==> config.mk <==
export PLATFORM = sky130hd
export DESIGN_NAME = hazard_ctrl_mc_flat
export DESIGN_NICKNAME = d
export VERILOG_FILES = /design/src/rtl/hazard_ctrl_mc_if.sv /design/src/rtl/hazard_ctrl_mc.sv /design/src/flat_wrapper.sv
export SDC_FILE = /design/constraint.sdc
export NUM_CORES = 1
export LEC_CHECK = 0
export CAP_MARGIN = 20
export CORE_MARGIN = 2
export CORE_UTILIZATION = 35
export CTS_BUF_LIST = sky130_fd_sc_hd__clkbuf_8 sky130_fd_sc_hd__clkbuf_16
export DETAILED_ROUTE_END_ITERATION = 8
export PLACE_DENSITY_LB_ADDON = 0.1
export SLEW_MARGIN = 20
export SYNTH_ARGS = -nofsm -noshare
export SYNTH_HDL_FRONTEND = slang
export SYNTH_SLANG_ARGS = --single-unit
==> constraint.sdc <==
create_clock -name clk -period 3.7 [get_ports clk]
set_input_delay 0.74 -clock clk [delete_from_list [all_inputs] [get_ports clk]]
set_output_delay 0.74 -clock clk [all_outputs]
set_load 0.02 [all_outputs]
==> src/rtl/hazard_ctrl_mc_if.sv <==
`default_nettype none
// ============================================================================
// Module   : hazard_ctrl_mc_if
// Desc     : Signal bundle between the 5-stage pipeline and its hazard unit.
// Revision : 1.0 - initial release
// ============================================================================
interface hazard_ctrl_mc_if #(
    parameter int CNT_W = 16
);
    logic [4:0]       A_D;
    logic [4:0]       B_D;
    logic [4:0]       A_E;
    logic [4:0]       B_E;
    logic [4:0]       D_E;
    logic [4:0]       D_M;
    logic [4:0]       D_WB;
    logic             RegWriteE;
    logic             RegWriteM;
    logic             RegWriteW;
    logic             ResultSrcE_0;
    logic             MduE;
    logic             PCSrcE;
    logic             MemWaitM;
    logic             CntClr;
    logic [1:0]       ForwardA;
    logic [1:0]       ForwardB;
    logic             StallF;
    logic             StallD;
    logic             StallE;
    logic             StallM;
    logic             FlushD;
    logic             FlushE;
    logic             FlushM;
    logic             FlushW;
    logic             MduDoneE;
    logic [CNT_W-1:0] StallCount;
    logic [CNT_W-1:0] FlushCount;

    // Pipeline side: supplies register/stage status, consumes control
    modport master (
        output A_D, B_D, A_E, B_E, D_E, D_M, D_WB,
               RegWriteE, RegWriteM, RegWriteW,
               ResultSrcE_0, MduE, PCSrcE, MemWaitM, CntClr,
        input  ForwardA, ForwardB,
               StallF, StallD, StallE, StallM,
               FlushD, FlushE, FlushM, FlushW,
               MduDoneE, StallCount, FlushCount
    );

    modport slave (
        input  A_D, B_D, A_E, B_E, D_E, D_M, D_WB,
               RegWriteE, RegWriteM, RegWriteW,
               ResultSrcE_0, MduE, PCSrcE, MemWaitM, CntClr,
        output ForwardA, ForwardB,
               StallF, StallD, StallE, StallM,
               FlushD, FlushE, FlushM, FlushW,
               MduDoneE, StallCount, FlushCount
    );
endinterface
`default_nettype wire

==> src/rtl/hazard_ctrl_mc.sv <==
`default_nettype none
// ============================================================================
// Module   : hazard_ctrl_mc
// Desc     : Stall/flush/forward control for the 5-stage RISC-V pipeline with
//            multi-cycle MDU, data-memory freeze and performance counters.
// Revision : 1.0 - initial release
// ============================================================================
module hazard_ctrl_mc #(
    parameter int FWD_EN  = 1,
    parameter int MDU_LAT = 4,
    parameter int CNT_W   = 16
) (
    input  logic            clk,
    input  logic            rst,
    hazard_ctrl_mc_if.slave bus
);

    typedef enum logic [0:0] {
        S_IDLE = 1'b0,
        S_BUSY = 1'b1
    } mduState_t;

    localparam int               c_INIT_INT = (MDU_LAT > 1) ? (MDU_LAT - 2) : 0;
    localparam logic [4:0]       c_CNT_INIT = 5'(c_INIT_INT);
    localparam logic [CNT_W-1:0] c_CNT_MAX  = '1;
    localparam logic [CNT_W-1:0] c_CNT_ONE  = CNT_W'(1);

    mduState_t        r_state;
    mduState_t        w_nextState;
    logic [4:0]       r_cnt;
    logic [4:0]       w_nextCnt;
    logic             w_mduStall;
    logic             w_mduDone;
    logic             w_hazStall;
    logic [1:0]       w_fwdA;
    logic [1:0]       w_fwdB;
    logic             w_freeze;
    logic             w_stallF;
    logic             w_flushD;
    logic [CNT_W-1:0] r_stallCnt;
    logic [CNT_W-1:0] r_flushCnt;

    // x0 is hard-wired zero, so it never carries a dependency
    function automatic logic srcHit(input logic [4:0] src,
                                    input logic [4:0] dst,
                                    input logic       we);
        return (src != 5'd0) && (src == dst) && we;
    endfunction

    generate
        if (FWD_EN != 0) begin : g_fwd
            assign w_hazStall = bus.ResultSrcE_0 &
                                (srcHit(bus.A_D, bus.D_E, bus.RegWriteE) |
                                 srcHit(bus.B_D, bus.D_E, bus.RegWriteE));
            assign w_fwdA = srcHit(bus.A_E, bus.D_M,  bus.RegWriteM) ? 2'b10 :
                            srcHit(bus.A_E, bus.D_WB, bus.RegWriteW) ? 2'b01 : 2'b00;
            assign w_fwdB = srcHit(bus.B_E, bus.D_M,  bus.RegWriteM) ? 2'b10 :
                            srcHit(bus.B_E, bus.D_WB, bus.RegWriteW) ? 2'b01 : 2'b00;
        end else begin : g_nofwd
            // Regfile is not write-through, so a W-stage producer also blocks D
            assign w_hazStall = srcHit(bus.A_D, bus.D_E,  bus.RegWriteE) |
                                srcHit(bus.B_D, bus.D_E,  bus.RegWriteE) |
                                srcHit(bus.A_D, bus.D_M,  bus.RegWriteM) |
                                srcHit(bus.B_D, bus.D_M,  bus.RegWriteM) |
                                srcHit(bus.A_D, bus.D_WB, bus.RegWriteW) |
                                srcHit(bus.B_D, bus.D_WB, bus.RegWriteW);
            assign w_fwdA = 2'b00;
            assign w_fwdB = 2'b00;
        end
    endgenerate

    always_ff @(posedge clk) begin
        if (rst) begin
            r_state <= S_IDLE;
            r_cnt   <= 5'd0;
        end else begin
            r_state <= w_nextState;
            r_cnt   <= w_nextCnt;
        end
    end

    // A memory wait freezes the whole pipe, so the MDU sequence holds too
    always_comb begin
        w_nextState = r_state;
        w_nextCnt   = r_cnt;
        w_mduStall  = 1'b0;
        w_mduDone   = 1'b0;
        case (r_state)
            S_IDLE: begin
                if (bus.MduE) begin
                    if (MDU_LAT > 1) begin
                        w_mduStall = 1'b1;
                        if (!bus.MemWaitM) begin
                            w_nextState = S_BUSY;
                            w_nextCnt   = c_CNT_INIT;
                        end
                    end else begin
                        w_mduDone = !bus.MemWaitM;
                    end
                end
            end
            S_BUSY: begin
                if (r_cnt != 5'd0) begin
                    w_mduStall = 1'b1;
                    if (!bus.MemWaitM) begin
                        w_nextCnt = r_cnt - 5'd1;
                    end
                end else begin
                    w_mduDone = !bus.MemWaitM;
                    if (!bus.MemWaitM) begin
                        w_nextState = S_IDLE;
                    end
                end
            end
            default: begin
                w_nextState = S_IDLE;
            end
        endcase
    end

    assign w_freeze = bus.MemWaitM;
    assign w_stallF = ~rst & (w_freeze | w_mduStall | w_hazStall);
    assign w_flushD = rst | (~w_freeze & ~w_mduStall & bus.PCSrcE);

    assign bus.StallF   = w_stallF;
    assign bus.StallD   = w_stallF;
    assign bus.StallE   = ~rst & (w_freeze | w_mduStall);
    assign bus.StallM   = ~rst & w_freeze;
    assign bus.FlushD   = w_flushD;
    assign bus.FlushE   = rst | (~w_freeze & ~w_mduStall & (bus.PCSrcE | w_hazStall));
    assign bus.FlushM   = rst | (w_mduStall & ~w_freeze);
    assign bus.FlushW   = rst | w_freeze;
    assign bus.ForwardA = rst ? 2'b00 : w_fwdA;
    assign bus.ForwardB = rst ? 2'b00 : w_fwdB;
    assign bus.MduDoneE = ~rst & w_mduDone;

    always_ff @(posedge clk) begin
        if (rst || bus.CntClr) begin
            r_stallCnt <= '0;
            r_flushCnt <= '0;
        end else begin
            if (w_stallF && (r_stallCnt != c_CNT_MAX)) begin
                r_stallCnt <= r_stallCnt + c_CNT_ONE;
            end
            if (w_flushD && (r_flushCnt != c_CNT_MAX)) begin
                r_flushCnt <= r_flushCnt + c_CNT_ONE;
            end
        end
    end

    assign bus.StallCount = r_stallCnt;
    assign bus.FlushCount = r_flushCnt;

endmodule
`default_nettype wire

==> src/flat_wrapper.sv <==
// flat-port wrapper written by rule: the top's interface ports become plain ports
module hazard_ctrl_mc_flat 
#(
    parameter int FWD_EN  = 1,
    parameter int MDU_LAT = 4,
    parameter int CNT_W   = 16
)
  (clk, rst, bus_A_D, bus_B_D, bus_A_E, bus_B_E, bus_D_E, bus_D_M, bus_D_WB, bus_RegWriteE, bus_RegWriteM, bus_RegWriteW, bus_ResultSrcE_0, bus_MduE, bus_PCSrcE, bus_MemWaitM, bus_CntClr, bus_ForwardA, bus_ForwardB, bus_StallF, bus_StallD, bus_StallE, bus_StallM, bus_FlushD, bus_FlushE, bus_FlushM, bus_FlushW, bus_MduDoneE, bus_StallCount, bus_FlushCount);
  hazard_ctrl_mc_if #(.CNT_W(CNT_W)) bus_i ();
  input  logic clk;
  input  logic rst;
  input wire logic [$bits(bus_i.A_D)-1:0] bus_A_D;
  input wire logic [$bits(bus_i.B_D)-1:0] bus_B_D;
  input wire logic [$bits(bus_i.A_E)-1:0] bus_A_E;
  input wire logic [$bits(bus_i.B_E)-1:0] bus_B_E;
  input wire logic [$bits(bus_i.D_E)-1:0] bus_D_E;
  input wire logic [$bits(bus_i.D_M)-1:0] bus_D_M;
  input wire logic [$bits(bus_i.D_WB)-1:0] bus_D_WB;
  input wire logic [$bits(bus_i.RegWriteE)-1:0] bus_RegWriteE;
  input wire logic [$bits(bus_i.RegWriteM)-1:0] bus_RegWriteM;
  input wire logic [$bits(bus_i.RegWriteW)-1:0] bus_RegWriteW;
  input wire logic [$bits(bus_i.ResultSrcE_0)-1:0] bus_ResultSrcE_0;
  input wire logic [$bits(bus_i.MduE)-1:0] bus_MduE;
  input wire logic [$bits(bus_i.PCSrcE)-1:0] bus_PCSrcE;
  input wire logic [$bits(bus_i.MemWaitM)-1:0] bus_MemWaitM;
  input wire logic [$bits(bus_i.CntClr)-1:0] bus_CntClr;
  output wire logic [$bits(bus_i.ForwardA)-1:0] bus_ForwardA;
  output wire logic [$bits(bus_i.ForwardB)-1:0] bus_ForwardB;
  output wire logic [$bits(bus_i.StallF)-1:0] bus_StallF;
  output wire logic [$bits(bus_i.StallD)-1:0] bus_StallD;
  output wire logic [$bits(bus_i.StallE)-1:0] bus_StallE;
  output wire logic [$bits(bus_i.StallM)-1:0] bus_StallM;
  output wire logic [$bits(bus_i.FlushD)-1:0] bus_FlushD;
  output wire logic [$bits(bus_i.FlushE)-1:0] bus_FlushE;
  output wire logic [$bits(bus_i.FlushM)-1:0] bus_FlushM;
  output wire logic [$bits(bus_i.FlushW)-1:0] bus_FlushW;
  output wire logic [$bits(bus_i.MduDoneE)-1:0] bus_MduDoneE;
  output wire logic [$bits(bus_i.StallCount)-1:0] bus_StallCount;
  output wire logic [$bits(bus_i.FlushCount)-1:0] bus_FlushCount;
  assign bus_i.A_D = bus_A_D;
  assign bus_i.B_D = bus_B_D;
  assign bus_i.A_E = bus_A_E;
  assign bus_i.B_E = bus_B_E;
  assign bus_i.D_E = bus_D_E;
  assign bus_i.D_M = bus_D_M;
  assign bus_i.D_WB = bus_D_WB;
  assign bus_i.RegWriteE = bus_RegWriteE;
  assign bus_i.RegWriteM = bus_RegWriteM;
  assign bus_i.RegWriteW = bus_RegWriteW;
  assign bus_i.ResultSrcE_0 = bus_ResultSrcE_0;
  assign bus_i.MduE = bus_MduE;
  assign bus_i.PCSrcE = bus_PCSrcE;
  assign bus_i.MemWaitM = bus_MemWaitM;
  assign bus_i.CntClr = bus_CntClr;
  assign bus_ForwardA = bus_i.ForwardA;
  assign bus_ForwardB = bus_i.ForwardB;
  assign bus_StallF = bus_i.StallF;
  assign bus_StallD = bus_i.StallD;
  assign bus_StallE = bus_i.StallE;
  assign bus_StallM = bus_i.StallM;
  assign bus_FlushD = bus_i.FlushD;
  assign bus_FlushE = bus_i.FlushE;
  assign bus_FlushM = bus_i.FlushM;
  assign bus_FlushW = bus_i.FlushW;
  assign bus_MduDoneE = bus_i.MduDoneE;
  assign bus_StallCount = bus_i.StallCount;
  assign bus_FlushCount = bus_i.FlushCount;
  hazard_ctrl_mc #(.FWD_EN(FWD_EN), .MDU_LAT(MDU_LAT), .CNT_W(CNT_W)) u_core (.clk(clk), .rst(rst), .bus(bus_i));
endmodule
==> impl_metrics.yaml <==
floorplanning:
  fp.dieW_um: 88.7
  num_rows: 30
  die_y_um: 88.7
  die_area_sq_um: 7880
  core_area_sq_um: 6870
  ioPinCount: 90
  initial_core_util_pct: 36.6
cts:
  clk_latency_ns: 0.29
  clkSlewWorstSetupHoldPaths_ns: 0.07
  clockRootBuffer: "clkbuf_8"
  cts_tree: "built"
  cts_hold_buf: 0
  clockBufferDepth: 2
  ctsResizeCount: 0
  clock_sink_count: 38
  htree_levels: 2
  numCtsBuffers: 5
  cts_setup_buffers: 0
sta:
  finalWorstSetupSlack_ns: 0.130
  finClkSkew_ns: 0.00885
  rsz0062_at_grt: "no"
  period_needed_ns: 3.57
  setup_tns_ns: 0
  finalSetupViolCount: 0
  drv_slew: 0
  fmax_mhz: 280
  hold_viol_final: 0
  hold_slack_ns: 0.483
  slew_headroom_pct: 38.7
  fin_crit_sh_pct: 96.5
  tightest_slew_ns: 0.918
critical_path:
  crit_family: "buffers and inverters"
  start_kind: "input pin"
  reg2reg_from: "u_core.bus.StallCount[0]$_SDFFE_PP0P_"
  critPathKind: "input pin to primary output"
  reg2reg_setup_slack_ns: 1.28
  crit_chain: "clkdlybuf4s50_1, or4_1, a21oi_1, o22ai_2, a31oi_4, nor2_1, clkdlybuf4s50_1"
  reg2regPathDepth: 6
  crit_path_end_kind: "primary output"
  cp.required_ns: 2.96
  r2r-end: "u_core.bus.StallCount[8]$_SDFFE_PP0P_"
  cp.depth: 7
  cp.arrival_ns: 2.83
  cp_slowest_stage_delay_ns: 0.54
  cp_max_fo: 2
  cp_common_cell: "clkdlybuf4s50_1"
  crit_path_top_delay_cell: "clkdlybuf4s50_1"
  path_buf_inv: 2
final_layout:
  nNetsFinal: 442
  fillers: 685
  drive_gt1_share_pct: 11.7
  synthToLayoutAreaGrowth_pct: 42.4
  final_common_cell: "clkdlybuf4s50_1"
  num_antenna_cells: 0
  mostFrequentLayoutCells: "clkdlybuf4s50_1 (87), dfxtp_1 (38), xnor2_1 (32)"
pwr:
  p_leak_nw: 1.12
  p_per_area_nw_per_um2: 250
  max-vdd-ir-drop_uv: 116
  p_total_w: 0.000896
yosys:
  synthTopCellsByArea: "dfxtp_1 (30%), xnor2_1 (11%), nor2_1 (4.6%), or4_1 (3.9%), nand3_1 (3.8%)"
  syn_nets: 351
  synth-main-ff-cell: "dfxtp_1"
  synthCells: 302
  synth_top_area_share_pct: 30.3
  synthArstFlopShare_pct: 0
  synth_area_per_cell_sq_um: 8.32
  syn_area_sq_um: 2510
  synth_edf_count: 0
  ys_seq_area_share_pct: 30.3
  synth_warnings: 0
  synth_top_area_cell: "dfxtp_1"
  yosysUniqueCellTypes: 52
  synth_seq_cells: 38
global_routing:
  grt_max_degree: 32
  antenna_found_initial: 0
  grtUsageTotal_pct: 15.9
  grt_pass1_vias: 2263
  overflow: 0
  grt_pass1_wl_um: 10100
worst_hold_path:
  holdPathStages: 2
  hp-class: "flop to flop"
  min_from: "u_core.r_cnt[4]$_SDFFE_PP0P_"
  min_to: "u_core.r_cnt[4]$_SDFFE_PP0P_"
place:
  port_buffers: 89
  place.gp.congestion: 0.760
  hpwl_um: 4800
  post-place-ws_ns: 0.122
detailed_routing:
  drt-vias-per-instance: 5.12
  drt_iter0_markers: 73
  via_count: 2503
  ant_nets: 0
  wl_um: 6270
  drt_first_pass_iters: 4
  drc: 0
  wl_per_cell_um: 12.8
run:
  drv_cap: 0
run_status:
  status: "finished, final reports clean"
## cell families (layout without fill, tap and decap cells)
group | Yosys count | count (layout) | synth area share [%]
muxes | 1 | 1 | 0.398
adders and majority gates | 4 | 4 | 1.99
xor gates and xnor gates | 42 | 42 | 14.6
AOI/OAI and AO/OA | 54 | 54 | 16.9
buffers and inverters | 22 | 113 | 4.78
and+or+nand+nor | 141 | 141 | 31.0
DFF | 38 | 38 | 30.3
## worst min-delay path, cell delays in order (launching register included)
cell and delay (ns):
dfxtp_1 0.32, o31ai_1 0.06, a21oi_1 0.05
## synthesized netlist by cell type, types with 6 or more instances
| master | count |
|---|---|
| nor3_1 | 9 |
| dfxtp_1 | 38 |
| nand2_1 | 18 |
| nand4_1 | 12 |
| nand3_1 | 19 |
| a21oi_1 | 13 |
| or3_1 | 13 |
| nor2_1 | 31 |
| xnor2_1 | 32 |
| xor2_1 | 10 |
| a21oi_2 | 10 |
| o31ai_1 | 6 |
| o21ai_2 | 7 |
| or4_1 | 13 |
| inv_1 | 9 |
## power breakdown
| part | total, W | internal (W) | switching, W | leakage, nW |
|---|---|---|---|---|
| combinational | 0.000206 | 0.000108 | 0.0000987 | 0.770 |
| sequential | 0.000425 | 0.000417 | 0.00000807 | 0.307 |
| clock | 0.000265 | 0.000124 | 0.000141 | 0.0466 |
| total | 0.000896 | 0.000649 | 0.000248 | 1.12 |
## layer usage
| metal | wire [um] | global-route usage [%] | share of wire, % | vias up |
|---|---|---|---|---|
| met2 | 2830 | 26.1 | 45 | 64 |
| met1 | 2990 | 20.3 | 48 | 1157 |
| li1 | - | - | - | 1278 |
| met4 | 55 | 3.72 | 0.88 | 0 |
| met3 | 400 | 5.04 | 6.4 | 4 |
| met5 | 0 | 0 | 0 | - |
## through the flow
stage / cells / utilization [%] / instance area, sq um
finish: 489 / 52.1 / 3580
global route: 489 / 52.1 / 3580
CTS: 489 / 52.0 / 3570
detailed placement: 482 / 50.9 / 3500
global placement: 482 / 50.9 / 3500
floorplan: 302 / - / 2510
## flip-flops by register name (all words and copies together) (netlist names)
register and count:
u_core.r_state 1, u_core.bus.StallCount 16, u_core.r_cnt 5, u_core.bus.FlushCount 16
## final cells by class
| type | count | area (sq um) | share of cell area [%] |
|---|---|---|---|
| multi-input combinational | 242 | 1630 | 45.6 |
| timing repair buffer | 97 | 956 | 26.7 |
| sequential | 38 | 761 | 21.3 |
| tap | 96 | 120 | 3.36 |
| clock buffer | 5 | 68.8 | 1.92 |
| inverter | 9 | 33.8 | 0.944 |
| clock inverter | 2 | 7.51 | 0.210 |
## how the worst max path moves through the flow
stage / startpoint / to / slack [ns]
global placement: bus_B_E[3] / bus_ForwardB[0] / 0.12
global route: bus_A_E[4] / bus_ForwardA[1] / 0.06
finish: bus_A_D[1] / bus_StallF / 0.13
floorplan: bus_B_D[1] / bus_StallF / 0.65
detailed placement: bus_A_D[1] / bus_StallF / 0.12
CTS: bus_B_E[3] / bus_ForwardB[0] / 0.11
(Power assumes the default switching activity.)
